File: src/rtl/ram_loadable.sv
// Single-clock synchronous RAM with a CPU read/write port, a valid/ready loader port and an
// optional zero-fill sweep after reset. Define RAM_PARITY_EN to store and check a parity bit.
module ram_loadable #(
    parameter int unsigned DATA_WIDTH     = 8,
    parameter int unsigned ADDR_WIDTH     = 4,
    parameter int unsigned RAM_DEPTH      = 2 ** ADDR_WIDTH,
    parameter int unsigned CLEAR_ON_RESET = 1
) (
    input  logic                  clk,
    input  logic                  rst_n,
    input  logic                  cpu_we,
    input  logic [ADDR_WIDTH-1:0] cpu_addr,
    input  logic [DATA_WIDTH-1:0] cpu_wdata,
    output logic [DATA_WIDTH-1:0] cpu_rdata,
    input  logic                  ld_valid,
    output logic                  ld_ready,
    input  logic [ADDR_WIDTH-1:0] ld_addr,
    input  logic [DATA_WIDTH-1:0] ld_data,
    output logic [ADDR_WIDTH:0]   ld_count,
    output logic                  init_done,
    output logic                  parity_err
);

`ifdef RAM_PARITY_EN
    localparam int unsigned MemWidth = DATA_WIDTH + 1;
`else
    localparam int unsigned MemWidth = DATA_WIDTH;
`endif

    localparam logic [ADDR_WIDTH:0]   Depth    = (ADDR_WIDTH + 1)'(RAM_DEPTH);
    localparam logic [ADDR_WIDTH-1:0] LastAddr = ADDR_WIDTH'(RAM_DEPTH - 1);

    typedef enum logic {StInit, StReady} state_e;

    state_e                  state_q, state_d;
    logic [ADDR_WIDTH-1:0]   ptr_q, ptr_d;
    logic [DATA_WIDTH-1:0]   cpu_rdata_q;
    logic [ADDR_WIDTH:0]     ld_count_q;
    logic                    wr_en;
    logic [ADDR_WIDTH-1:0]   wr_addr;
    logic [MemWidth-1:0]     wr_word;
    logic [MemWidth-1:0]     rd_word;
    logic                    cpu_in_range;
    logic                    ld_in_range;
    logic                    ld_fire;

    logic [MemWidth-1:0] mem [RAM_DEPTH];

    function automatic logic [MemWidth-1:0] encode(input logic [DATA_WIDTH-1:0] d);
`ifdef RAM_PARITY_EN
        return {^d, d};
`else
        return d;
`endif
    endfunction

    assign init_done    = (state_q == StReady);
    assign ld_ready     = init_done & ~cpu_we;
    assign ld_fire      = ld_valid & ld_ready;
    assign cpu_in_range = ({1'b0, cpu_addr} < Depth);
    assign ld_in_range  = ({1'b0, ld_addr} < Depth);
    assign rd_word      = mem[cpu_addr];

    always_comb begin
        state_d = state_q;
        ptr_d   = ptr_q;
        wr_en   = 1'b0;
        wr_addr = cpu_addr;
        wr_word = '0;
        if (state_q == StInit) begin
            wr_en   = 1'b1;
            wr_addr = ptr_q;
            ptr_d   = ptr_q + 1'b1;
            if (ptr_q == LastAddr) begin
                state_d = StReady;
            end
        end else if (cpu_we) begin
            wr_en   = cpu_in_range;
            wr_word = encode(cpu_wdata);
        end else if (ld_fire) begin
            // Out-of-range loader writes still handshake and count, but do not store.
            wr_en   = ld_in_range;
            wr_addr = ld_addr;
            wr_word = encode(ld_data);
        end
    end

    always_ff @(posedge clk) begin
        if (rst_n && wr_en) begin
            mem[wr_addr] <= wr_word;
        end
    end

    always_ff @(posedge clk) begin
        if (!rst_n) begin
            state_q     <= (CLEAR_ON_RESET != 0) ? StInit : StReady;
            ptr_q       <= '0;
            cpu_rdata_q <= '0;
            ld_count_q  <= '0;
        end else begin
            state_q <= state_d;
            ptr_q   <= ptr_d;
            if (init_done && cpu_in_range) begin
                cpu_rdata_q <= rd_word[DATA_WIDTH-1:0];
            end else begin
                cpu_rdata_q <= '0;
            end
            if (ld_fire && (ld_count_q != Depth)) begin
                ld_count_q <= ld_count_q + 1'b1;
            end
        end
    end

`ifdef RAM_PARITY_EN
    logic parity_err_q;

    always_ff @(posedge clk) begin
        if (!rst_n) begin
            parity_err_q <= 1'b0;
        end else begin
            parity_err_q <= init_done && cpu_in_range &&
                            (rd_word[DATA_WIDTH] != ^rd_word[DATA_WIDTH-1:0]);
        end
    end

    assign parity_err = parity_err_q;
`else
    assign parity_err = 1'b0;
`endif

    assign cpu_rdata = cpu_rdata_q;
    assign ld_count  = ld_count_q;

endmodule

File: config.mk
export PLATFORM = sky130hd
export DESIGN_NAME = ram_loadable
export DESIGN_NICKNAME = d
export VERILOG_FILES = /design/src/rtl/ram_loadable.sv
export SDC_FILE = /design/constraint.sdc
export NUM_CORES = 1
export LEC_CHECK = 0
export ABC_AREA = 1
export CAP_MARGIN = 20
export CORE_UTILIZATION = 25
export CTS_CLUSTER_SIZE = 16
export DETAILED_ROUTE_END_ITERATION = 10
export GPL_TIMING_DRIVEN = 0
export PLACE_DENSITY = 0.37
export SETUP_SLACK_MARGIN = 0.3
export SYNTH_ARGS = -nofsm -noshare
export SYNTH_HDL_FRONTEND = slang
export SYNTH_SLANG_ARGS = --single-unit
File: constraint.sdc
create_clock -name clk -period 2.4 [get_ports clk]
set_clock_uncertainty 0.1 [all_clocks]
set_input_delay 0.36 -clock clk [delete_from_list [all_inputs] [get_ports clk]]
set_output_delay 0.36 -clock clk [all_outputs]
set_load 0.02 [all_outputs]
# Word level (Yosys, flattened, before mapping)
# Memories as Yosys holds them, arrays and structs flattened. A register that Yosys moved wholly into a read port is not among the register bits.
# Index checks and enable logic that the tools add are counted.
# Widths: inputs -> output; s select.
# word_totals
register_bits,10
mem_bits_rw,128
output_inout_bits,16
wordCells,28
memories,1
# classes
addsub,2
eq_ne,2
muxes,13
bitwise,3
reduce_logical,4
# mem_list
memory,depth,word_bits,rd,rd_clocked_by_memory_dff,write_ports,line_no,text
mem,16,8,1,1,1,47,logic [MemWidth-1:0] mem [RAM_DEPTH];
# ops
operator,count
$mux 8,3
$mux 4,3
$mux 1,7
$add 5x1->5 const B,1
$ne 5x5->1 const B,1
$add 4x1->4 const B,1
$eq 4x4->1 const B,1
$and 1x1->1,2
$logic_and 1x1->1,2
$reduce_and 2->1,1
$logic_not 1->1,1
$not 1->1,1

# Longest topological paths before layout
# depth
depth_word,9
ltp_mapped,10
mapped_depth_nobuf,8

# Worst setup path after synthesis
# OpenSTA, ideal clock, no wires.
# synth_timing
path_type,reg2reg
from,"register state_q, in the netlist init_done"
to,"memory mem[11][0] (netlist name), enable pin"
setup_ns,0.370
t_arrival_ns,1.490
path_slack_ns,0.440
path_stages_with_launch,8
n_path_buf,1
period_less_slack_ns,1.960
path_cell_list,dfxtp_1 buf_4 nor2_1 nor2_1 nand2_1 inv_1 nand2_1 nor2_1
# synth_between
elab_chain_cells,8
# synth_lines
item,line_no,text
"start, declared",35,"state_e state_q, state_d;"
"start signal, assigned",96,state_q <= (CLEAR_ON_RESET != 0) ? StInit : StReady;
"start signal, assigned",101,state_q <= state_d;
$and 1x1->1,58,assign ld_ready = init_done & ~cpu_we;
$and 1x1->1,59,assign ld_fire = ld_valid & ld_ready;
$mux 1,80,end else if (ld_fire) begin
$mux 1,77,end else if (cpu_we) begin
$mux 1,70,if (state_q == StInit) begin
$logic_and 1x1->1,89,if (rst_n && wr_en) begin
$mux 1,89,
$mux 1 (not written as such),90,mem[wr_addr] <= wr_word;
"end, declared",47,
# Several ways; a longest one is shown, not always the timed one.

# Worst setup path in the final report
# layout_timing
from,input ld_valid
to,"memory mem[10][5] (netlist name), enable pin"
# layout_between
elab_chain_cells,7
# layout_lines
item,line_no,text
"start, declared",15,"input logic ld_valid,"
$and 1x1->1 *,59,
$mux 1,80,
$mux 1,77,
$mux 1,70,
$logic_and 1x1->1,89,
$mux 1,89,
$mux 1 (not written as such),90,
# Every way passes the cells marked *; elsewhere a longest branch is shown, timed or not.

==> flow_metrics.py <==
metrics = {
    "status": {
        "status": "complete, no violations",
    },
    "floorplan": {
        "die_w_um": 163,
        "placementRows": 58,
        "io_pins": 44,
        "die_height_um": 163,
        "die_area_mm2": 0.0264,
        "initial_core_utilization": 0.255,
        "floorplan.core_area_mm2": 0.0253,
    },
    "worst_setup_path": {
        "cpMaxStageDelayCell": "clkdlybuf4s50_1",
        "worstPathMaxFanout": 10,
        "crit_path_frequent_cell": "nand3_4",
        "reg2reg_from": "init_done",
        "critPathRequiredTime_ns": 2.37,
        "cells_along_the_critical_path": "clkdlybuf4s50_1, nand3_4, inv_2, buf_6, nand2_4, nand3_4, nand4_2, nor2_2",
        "crit_path_start_kind": "input pin",
        "critical_path_arrival_ns": 2.08,
        "timing.critical_path.max_delay_family": "simple AND/OR/NAND/NOR gates",
        "critPathBufInv": 3,
        "worst_setup_path_end_kind": "flop",
        "critical_path_class": "in -> reg",
        "rr_endpoint": "mem[10][5]",
        "ff2ff_path_depth": 7,
        "reg2reg_slack_ns": 0.31,
        "max_stage_delay_ns": 0.53,
    },
    "layout": {
        "num-nets-final": 750,
        "leading_cell_types_in_the_layout_fill_and_taps_excluded": "227 x nand2_1, 128 x edfxtp_1, 86 x nand3_1, 83 x inv_1, 37 x clkdlybuf4s50_1",
        "fillerInstances": 2588,
        "drive_gt1_frac": 0.142,
        "layout.area.seq_mm2": 0.00420,
        "multi_input_gate_area_in_the_final_layout_mm2": 0.00189,
        "final_common_cell": "nand2_1",
        "antenna_cells": 0,
        "syn_to_final_growth_pct": 26.0,
        "final_cell_area_mm2": 0.00811,
    },
    "logic_synthesis": {
        "synthAdderAreaFrac": 0.00583,
        "synth-compound-area-share": 0.0231,
        "synth.lib_cells_used.distinct": 30,
        "synthesis.yosys.warnings": 0,
        "simple_gate_share_of_the_synthesized_area": 0.236,
        "avgSynthCellArea_um2": 9.86,
        "yosys-mux-area-fraction": 0,
        "netlist_instances": 653,
        "synth_top_family_by_area": "simple AND/OR/NAND/NOR gates",
        "synth-xor-area-share": 0.00272,
        "mappedNetlistNets": 684,
        "synth.yosys.seq_area_share": 0.653,
        "synth_area_mm2": 0.00644,
        "synth_seq_cells": 146,
    },
    "clock_network": {
        "cts_inserted_buffers": 17,
        "post_cts_hold_buffer_count": 0,
        "cts_max_level": 4,
        "clock-root-buffer": "clkbuf_16",
        "clk_path_buf_depth": 2,
        "clock-sinks": 146,
        "source_to_sink_clock_delay_at_the_later_pin_of_the_worst_skew_pair_ns": 0.42,
        "clkTransAtPathRegs_ns": 0.06,
        "cts_tree": "built",
    },
    "routing": {
        "detail_route.drc_violations": 0,
        "antenna_violating_nets_post_route": 0,
        "dr.first_iter.drc_count": 350,
        "viasPerCell": 4.30,
        "detailedRoute.firstPassIterationCount": 5,
        "average_wire_length_per_cell_after_detail_routing_um": 17.4,
        "final_routed_wirelength_across_all_metal_layers_mm": 18.5,
        "vias": 4569,
    },
    "placed_design": {
        "dp_hpwl_mm": 13.4,
        "placement.io_buffers": 38,
        "placed_area_mm2": 0.00734,
        "gpl.final_weighted_congestion": 0.841,
    },
    "worst_hold_path": {
        "worst_hold_path_type": "in -> reg",
        "timing.hold.worst_endpoint": "mem[1][1]",
        "min_from": "cpu_we",
        "worstHoldPathCells": 3,
    },
    "sta": {
        "finalSetupTns_ns": 0,
        "setup-violations-final": 0,
        "final_hold_viol_count": 0,
        "maxSlewHeadroom": 0.560,
        "final_max_slew_viol_count": 0,
        "shortest_clock_period_the_worst_path_allows_after_layout_ns": 2.12,
        "hold_slack_ns": 0.351,
        "rsz0062_at_grt": "yes",
        "fin_crit_sh": 0.882,
        "clock.fmax_ghz": 0.472,
        "worst-slew-pin-transition_ns": 0.660,
    },
    "global_routing": {
        "overflow_left_after_global_routing": 0,
        "gr-usage-all-layers": 0.149,
        "first_global_vias": 4623,
        "grt_antenna_before_repair": 0,
        "grt_start_max_net_pins": 17,
        "grt_first_pass_wirelength_mm": 27.9,
    },
    "power_and_ir_drop": {
        "vdd_ir_drop_max_mv": 0.344,
        "design_power_total_mw": 5.72,
        "standby_leakage_power_nw": 3.24,
        "power-per-cell-area_mw_per_mm2": 705,
    },
    "job": {
        "max-cap-violations": 0,
    },
}
synthesized netlist by cell type:
| master | n | share of area |
|---|---|---|
| xor2_1 | 1 | 0.0014 |
| buf_1 | 2 | 0.0012 |
| dfxtp_1 | 18 | 0.056 |
| a21oi_1 | 24 | 0.019 |
| inv_4 | 1 | 0.00097 |
| buf_2 | 16 | 0.012 |
| xnor2_1 | 1 | 0.0014 |
| o41ai_1 | 1 | 0.0014 |
| nor2_1 | 24 | 0.014 |
| nand3_1 | 86 | 0.067 |
| conb_1 | 1 | 0.00058 |
| nand3_2 | 3 | 0.0047 |
| nor4_1 | 1 | 0.00097 |
| nor2_2 | 1 | 0.00097 |
| o21ai_0 | 3 | 0.0023 |
| nand4_2 | 1 | 0.0019 |
| buf_4 | 7 | 0.0082 |
| o21ai_1 | 1 | 0.00078 |
| nand2_2 | 2 | 0.0019 |
| ha_1 | 3 | 0.0058 |
| edfxtp_1 | 128 | 0.60 |
| clkbuf_1 | 3 | 0.0017 |
| nand4_1 | 1 | 0.00097 |
| inv_2 | 4 | 0.0023 |
| nor3_1 | 3 | 0.0023 |
| buf_6 | 2 | 0.0035 |
| nand2_1 | 228 | 0.13 |
| nand3_4 | 2 | 0.0054 |
| inv_1 | 83 | 0.048 |
| nand2_4 | 2 | 0.0035 |
cell type report:
cell class,instances,share of cell area
flip-flops and latches,146,0.518
multi-input cells,389,0.232
repair buffers,47,0.0658
clock buffers,19,0.0534
well taps,330,0.0509
inverters,88,0.0410
plain buffers,30,0.0214
clock inverters,13,0.0170
what timing repair did:
item	in CTS	in global routing
setup buffers	0	4
gates resized for setup	19	14
setup endpoints to repair	175	112
pin swaps	0	7
worst max-delay path by stage:
stage,start,endpoint,slack [ns],cells past startpoint
final,ld_valid,mem[10][5],0.28,8
after global routing,init_done,mem[6][7],0.12,6
after CTS,init_done,mem[9][0],0.10,7
after detailed placement,rst_n,mem[13][6],-0.41,5
after global placement,ld_valid,mem[14][6],-1.17,6
after floorplan,init_done,mem[11][0],0.44,7
per-stage QoR:
stage | std cells | worst slack (ns) | utilization
2_1_floorplan | 653 | 0.440 | -
3_5_place_dp | 1026 | -0.414 | 0.291
6_report | 1062 | 0.283 | 0.321
5_1_grt | 1062 | 0.125 | 0.321
3_3_place_gp | 1021 | -1.17 | 0.286
4_1_cts | 1058 | 0.105 | 0.316
flip-flops by register name (all words and copies together) (netlist names):
signal,flops
ptr_q,4
ld_count,5
cpu_rdata,8
init_done,1
mem,128
layer usage:
layer,up-vias,part of all wire,track usage,routed length (um)
met5,-,0,0,0
met4,0,0.011,0.0450,210
li1,2258,-,-,-
met2,117,0.47,0.245,8720
met3,13,0.041,0.0265,753
met1,2181,0.48,0.200,8800
cell families after synthesis:
family,Yosys count
and+or+nand+nor,354
DFF,146
buffers and inverters,118
AOI/OAI and AO/OA,29
adders and majority gates,3
xor gates and xnor gates,2
other,1
worst register-to-register path, delay by kind of cell, from the launching register on:
kind                   cells  cell delay (ns)
buffers and inverters      2             0.30
and+or+nand+nor            5             0.89
DFF                        1             0.43
report_power, final:
part / internal (mW) / total (mW) / switching, mW
sequential: 2.76 / 2.77 / 0.00934
combinational: 0.119 / 0.360 / 0.241
clock: 1.53 / 2.60 / 1.07
No activity file was read; power rests on OpenSTA's default activity.
